`src/rtl/handshake_pkg.sv`:
```
// rtl/handshake_pkg.sv - shared constants and helpers for handshake units
package handshake_pkg;

    localparam int MODE_INDEXED  = 0;
    localparam int MODE_SEQUENCE = 1;
    localparam int BUF_DEPTH     = 2;

    function automatic int clog2(input int value);
        int result;
        result = 0;
        for (int i = 0; i < 31; i++) begin
            if ((1 << i) < value) begin
                result = i + 1;
            end
        end
        return result;
    endfunction

endpackage

```
`src/rtl/handshake_elastic_buf2.sv`:
```
// rtl/handshake_elastic_buf2.sv - 2-slot valid/ready FIFO, ready derived from registered occupancy
module handshake_elastic_buf2
    import handshake_pkg::*;
#(
    parameter int DATA_WIDTH = 32
) (
    input  logic                  clk,
    input  logic                  rst,
    input  logic [DATA_WIDTH-1:0] i_data,
    input  logic                  i_valid,
    output logic                  o_ready,
    output logic [DATA_WIDTH-1:0] o_data,
    output logic                  o_valid,
    input  logic                  i_ready
);

    localparam logic [1:0] FULL = 2'(BUF_DEPTH);

    logic [1:0]            r_cnt;
    logic [DATA_WIDTH-1:0] r_head;
    logic [DATA_WIDTH-1:0] r_tail;
    logic                  w_push;
    logic                  w_pop;

    // Gating with rst keeps the reset cycle free of transfers in both directions.
    assign o_ready = ~rst & (r_cnt != FULL);
    assign o_valid = ~rst & (r_cnt != 2'd0);
    assign o_data  = r_head;
    assign w_push  = i_valid & o_ready;
    assign w_pop   = o_valid & i_ready;

    always_ff @(posedge clk) begin
        if (rst) begin
            r_cnt  <= 2'd0;
            r_head <= '0;
            r_tail <= '0;
        end else begin
            case (r_cnt)
                2'd0: begin
                    if (w_push) begin
                        r_head <= i_data;
                        r_cnt  <= 2'd1;
                    end
                end
                2'd1: begin
                    if (w_push && w_pop) begin
                        r_head <= i_data;
                    end else if (w_push) begin
                        r_tail <= i_data;
                        r_cnt  <= 2'd2;
                    end else if (w_pop) begin
                        r_cnt  <= 2'd0;
                    end
                end
                default: begin
                    if (w_pop) begin
                        r_head <= r_tail;
                        r_cnt  <= 2'd1;
                    end
                end
            endcase
        end
    end

endmodule

```
`src/rtl/handshake_constant_table_buf.sv`:
```
// rtl/handshake_constant_table_buf.sv - table-driven constant source behind a 2-slot elastic buffer
module handshake_constant_table_buf
    import handshake_pkg::*;
#(
    parameter int                             DATA_WIDTH = 32,
    parameter int                             NUM_CONSTS = 4,
    parameter int                             IDX_WIDTH  = 2,
    parameter logic [NUM_CONSTS*DATA_WIDTH-1:0] CONSTS   = '0,
    parameter int                             MODE       = 0
) (
    input  logic                  clk,
    input  logic                  rst,
    input  logic [IDX_WIDTH-1:0]  ctrl,
    input  logic                  ctrl_valid,
    output logic                  ctrl_ready,
    output logic [DATA_WIDTH-1:0] outs,
    output logic                  outs_valid,
    input  logic                  outs_ready,
    output logic                  idx_err
);

    generate
        if (NUM_CONSTS < 1 || IDX_WIDTH < clog2(NUM_CONSTS)) begin : g_bad_params
            $error("handshake_constant_table_buf: NUM_CONSTS must be >=1 and fit in IDX_WIDTH");
        end
    endgenerate

    logic [IDX_WIDTH-1:0]  r_seq;
    logic                  r_idx_err;
    logic [IDX_WIDTH-1:0]  w_idx;
    logic [DATA_WIDTH-1:0] w_value;
    logic                  w_hit;
    logic                  w_accept;

    assign w_accept = ctrl_valid & ctrl_ready;
    assign idx_err  = r_idx_err;

    // Indices with no table entry fall through to zero and leave w_hit low.
    always_comb begin
        w_idx   = (MODE == MODE_SEQUENCE) ? r_seq : ctrl;
        w_value = '0;
        w_hit   = 1'b0;
        for (int i = 0; i < NUM_CONSTS; i++) begin
            if (w_idx == IDX_WIDTH'(i)) begin
                w_value = CONSTS[i*DATA_WIDTH +: DATA_WIDTH];
                w_hit   = 1'b1;
            end
        end
    end

    always_ff @(posedge clk) begin
        if (rst) begin
            r_seq     <= '0;
            r_idx_err <= 1'b0;
        end else if (w_accept) begin
            if (MODE == MODE_SEQUENCE) begin
                r_seq <= (r_seq == IDX_WIDTH'(NUM_CONSTS - 1)) ? '0 : r_seq + 1'b1;
            end else if (!w_hit) begin
                r_idx_err <= 1'b1;
            end
        end
    end

    handshake_elastic_buf2 #(
        .DATA_WIDTH (DATA_WIDTH)
    ) u_buf (
        .clk     (clk),
        .rst     (rst),
        .i_data  (w_value),
        .i_valid (ctrl_valid),
        .o_ready (ctrl_ready),
        .o_data  (outs),
        .o_valid (outs_valid),
        .i_ready (outs_ready)
    );

endmodule

```
`config.mk`:
```
export PLATFORM = sky130hd
export DESIGN_NAME = handshake_constant_table_buf
export DESIGN_NICKNAME = d
export VERILOG_FILES = /design/src/rtl/handshake_pkg.sv /design/src/rtl/handshake_elastic_buf2.sv /design/src/rtl/handshake_constant_table_buf.sv
export SDC_FILE = /design/constraint.sdc
export NUM_CORES = 1
export LEC_CHECK = 0
export ABC_CLOCK_PERIOD_IN_PS = 2900
export CAP_MARGIN = 10
export CORE_ASPECT_RATIO = 1.75
export CORE_MARGIN = 1.5
export CORE_UTILIZATION = 35
export CTS_CLUSTER_DIAMETER = 50
export CTS_CLUSTER_SIZE = 24
export DETAILED_ROUTE_END_ITERATION = 10
export PLACE_DENSITY = 0.59
export SYNTH_ARGS = -nofsm -noshare
export SYNTH_HDL_FRONTEND = slang
export SYNTH_HIERARCHICAL = 1
export SYNTH_SLANG_ARGS = --single-unit
export TNS_END_PERCENT = 20
```
`constraint.sdc`:
```
create_clock -name clk -period 2.9 [get_ports clk]
set_input_delay 0.435 -clock clk [delete_from_list [all_inputs] [get_ports clk]]
set_output_delay 0.435 -clock clk [all_outputs]
set_load 0.005 [all_outputs]
```
==> metrics.md <==
| Metric | Value |
|---|---|
| Status | finished, final reports clean |
| Die ar. | 9450 um2 |
| Cells after DPL | 502 |
| DRT Wirelength | 7160 um |
| Util after Layout | 47.0% |
| Fmax | 0.447 GHz |
| Routed metal-1 wirelength | 3250 um |
| Prevailing post-synth register cell | dfxtp_1 |
| Critical Path RT | 2470 ps |
| Most frequent cells in the layout | 66 x dfxtp_1, 64 x conb_1, 37 x clkdlybuf4s50_1 |
| Most common cell after layout, fill and taps aside | dfxtp_1 |
| Hold path depth | 1 |
| Power Dens Cells | 598 nW/um2 |
| Critical path's slowest cell | dfxtp_2 |
| Reg2reg start | u_buf/r_cnt[1] |
| Initial antenna violation count | 0 |
| Initial Util | 36.0% |
| Max layer used | met4 |
| Min Clock Period, post-route | 2240 ps |
| Worst Setup Start Kind | flop |
| Initial DRC count | 119 |
| Hold path start | idx_err |
| Min-Delay Path Class | reg -> reg |
| DR vias/cell | 4.97 |
| Clock sinks | 67 |
| Root buf cell | clkbuf_16 |
| CTS tree | yes |
| TritonRoute pass-1 iters | 4 |
| Slew @ Worst Pin | 882 ps |
| Ant. Diodes | 0 |
| DR WL met2 | 3530 um |
| Worst slew margin | 41.1% |
| Worst clock skew | 4.24 ps |
| DP HPWL | 4210 um |
| H-Tree Depth | 3 |
| Post-synth EDFFs | 0 |
| Multi-input gate area in the final layout | 1790 um2 |
| Final Slew Violations | 0 |
| Final setup fails | 0 |
| Setup bufs post-CTS | 0 |
| Peak VDD IR | 0.299 mV |
| Endpoints failing hold | 0 |
| Max Root-Sink Buffers | 2 |
| Gr usage total | 16.7% |
| Vias in the first global route | 2571 |
| Unrepaired setup endpoints after global routing | false |
| Synthesized area | 3100 um2 |
| Sequential area share after synthesis | 43.3% |
| Antenna Nets Post-Route | 0 |
| Worst-Skew Late Latency | 330 ps |
| Critical-path cell list | clkinv_1, a21oi_1, clkdlybuf4s50_1 |
| Fin cells | 518 |
| Final Total Pwr | 2.42 mW |
| Synth async-reset ratio | 0% |
| Fin crit share | 77.1% |
| Chip width | 74.1 um |
| GR Overflow Total | 0 |
| Worst path arrival time | 1800 ps |
| R2R depth | 3 |
| Placed Area | 3730 um2 |
| Proportion of layout cells with a drive suffix above 1 | 15.0% |
| Slowest cell delay on critical path | 600 ps |
| Reg clk slew, reported paths | 60 ps |
| Die Y | 127 um |
| Worst slack at placement | 793 ps |
| # fillers | 836 |
| Vias | 2575 |
| CP Class | reg -> out |
| CTS buffer count | 9 |
| Nets | 402 |
| DRC viols | 0 |
| Worst Setup End Kind | primary output |
| Gpl congestion | 0.731 |
| Setup TNS Final | 0 ps |
| Routed length on met3 | 177 um |
| Fin worst setup slack | 664 ps |
| Crit. Startpoint | u_buf/r_cnt[1] |
| Largest net degree at the start of global routing | 51 |
| Max_cap viols | 0 |
| Routed WL per cell | 13.8 um |
| Post-synthesis register bit count | 67 |
| FP Rows | 45 |
| Total number of yosys warnings | 6 |
| Post_cts resized | 0 |
| # IOs | 41 |
| Cells after Synth | 315 |
| Hold WS | 459 ps |
| Area grow syn2layout | 30.7% |
| Worst-path maximum fanout | 20 |
| Port bufs | 38 |
| Lkg Pwr | 1.55 nW |
| CTS Hold Bufs | 0 |
| Yosys cell types | 21 |
| FF/Latch Area | 1340 um2 |
| CORE AREA | 8610 um2 |
| Mean Syn Cell Area | 9.83 um2 |
| Final instance area | 4050 um2 |
| Global-route wire length before repair | 12200 um |
path summary, 6_finish.rpt:
check / end / slack (ps)
max reg2reg: u_buf/o_data[12] / 1150
min: idx_err / 460
min reg2reg: idx_err / 460
max: outs_valid / 660
synthesized netlist by cell type (all sizes together) (2+ instances only):
library cell	n	area [um2]
dfxtp	67	1340
o311ai	32	280
buf	23	146
nand3	32	160
inv	2	7.51
clkbuf	17	63.8
nand2	33	124
a211oi	33	398
a21oi	34	170
mux2i	34	340
registers in the layout, summed over array words and instances (netlist names):
signal and flops:
u_buf/r_tail 32, u_buf/o_data 32, idx_err 1, u_buf/r_cnt 2
critical path, delay by kind of cell, from the launching register on:
family | cells | cell delay [ps]
AOI/OAI and AO/OA | 1 | 180
buffers and inverters | 2 | 690
DFF | 1 | 600
routing by layer:
layer / global-route usage (%) / vias to the layer above
met2: 27.5 / 41
met3: 3.71 / 15
met5: 0 / -
li1: - / 1286
met4: 8.39 / 0
met1: 20.0 / 1233
cells by family after synthesis:
group                  count (synthesis)  share of synthesized area, %
other                                  1                         0.121
muxes                                 34                          11.0
and+or+nand+nor                       68                          10.2
DFF                                   67                          43.3
AOI/OAI and AO/OA                    102                          28.2
buffers and inverters                 43                          7.15
final cells by class:
| class | count | share of cell area [%] |
|---|---|---|
| Multi-Input combinational cell | 268 | 44.2 |
| Sequential cell | 67 | 33.2 |
| Timing Repair Buffer | 47 | 10.9 |
| Clock buffer | 13 | 6.67 |
| Tap cell | 117 | 3.62 |
| Clock inverter | 3 | 1.11 |
| Inverter | 3 | 0.278 |
power breakdown:
part / internal [mW] / switching, mW
clock network: 0.736 / 0.402
registers: 0.968 / 0.0260
logic: 0.133 / 0.155
total: 1.84 / 0.584
Power figures use the tool's default switching activity.
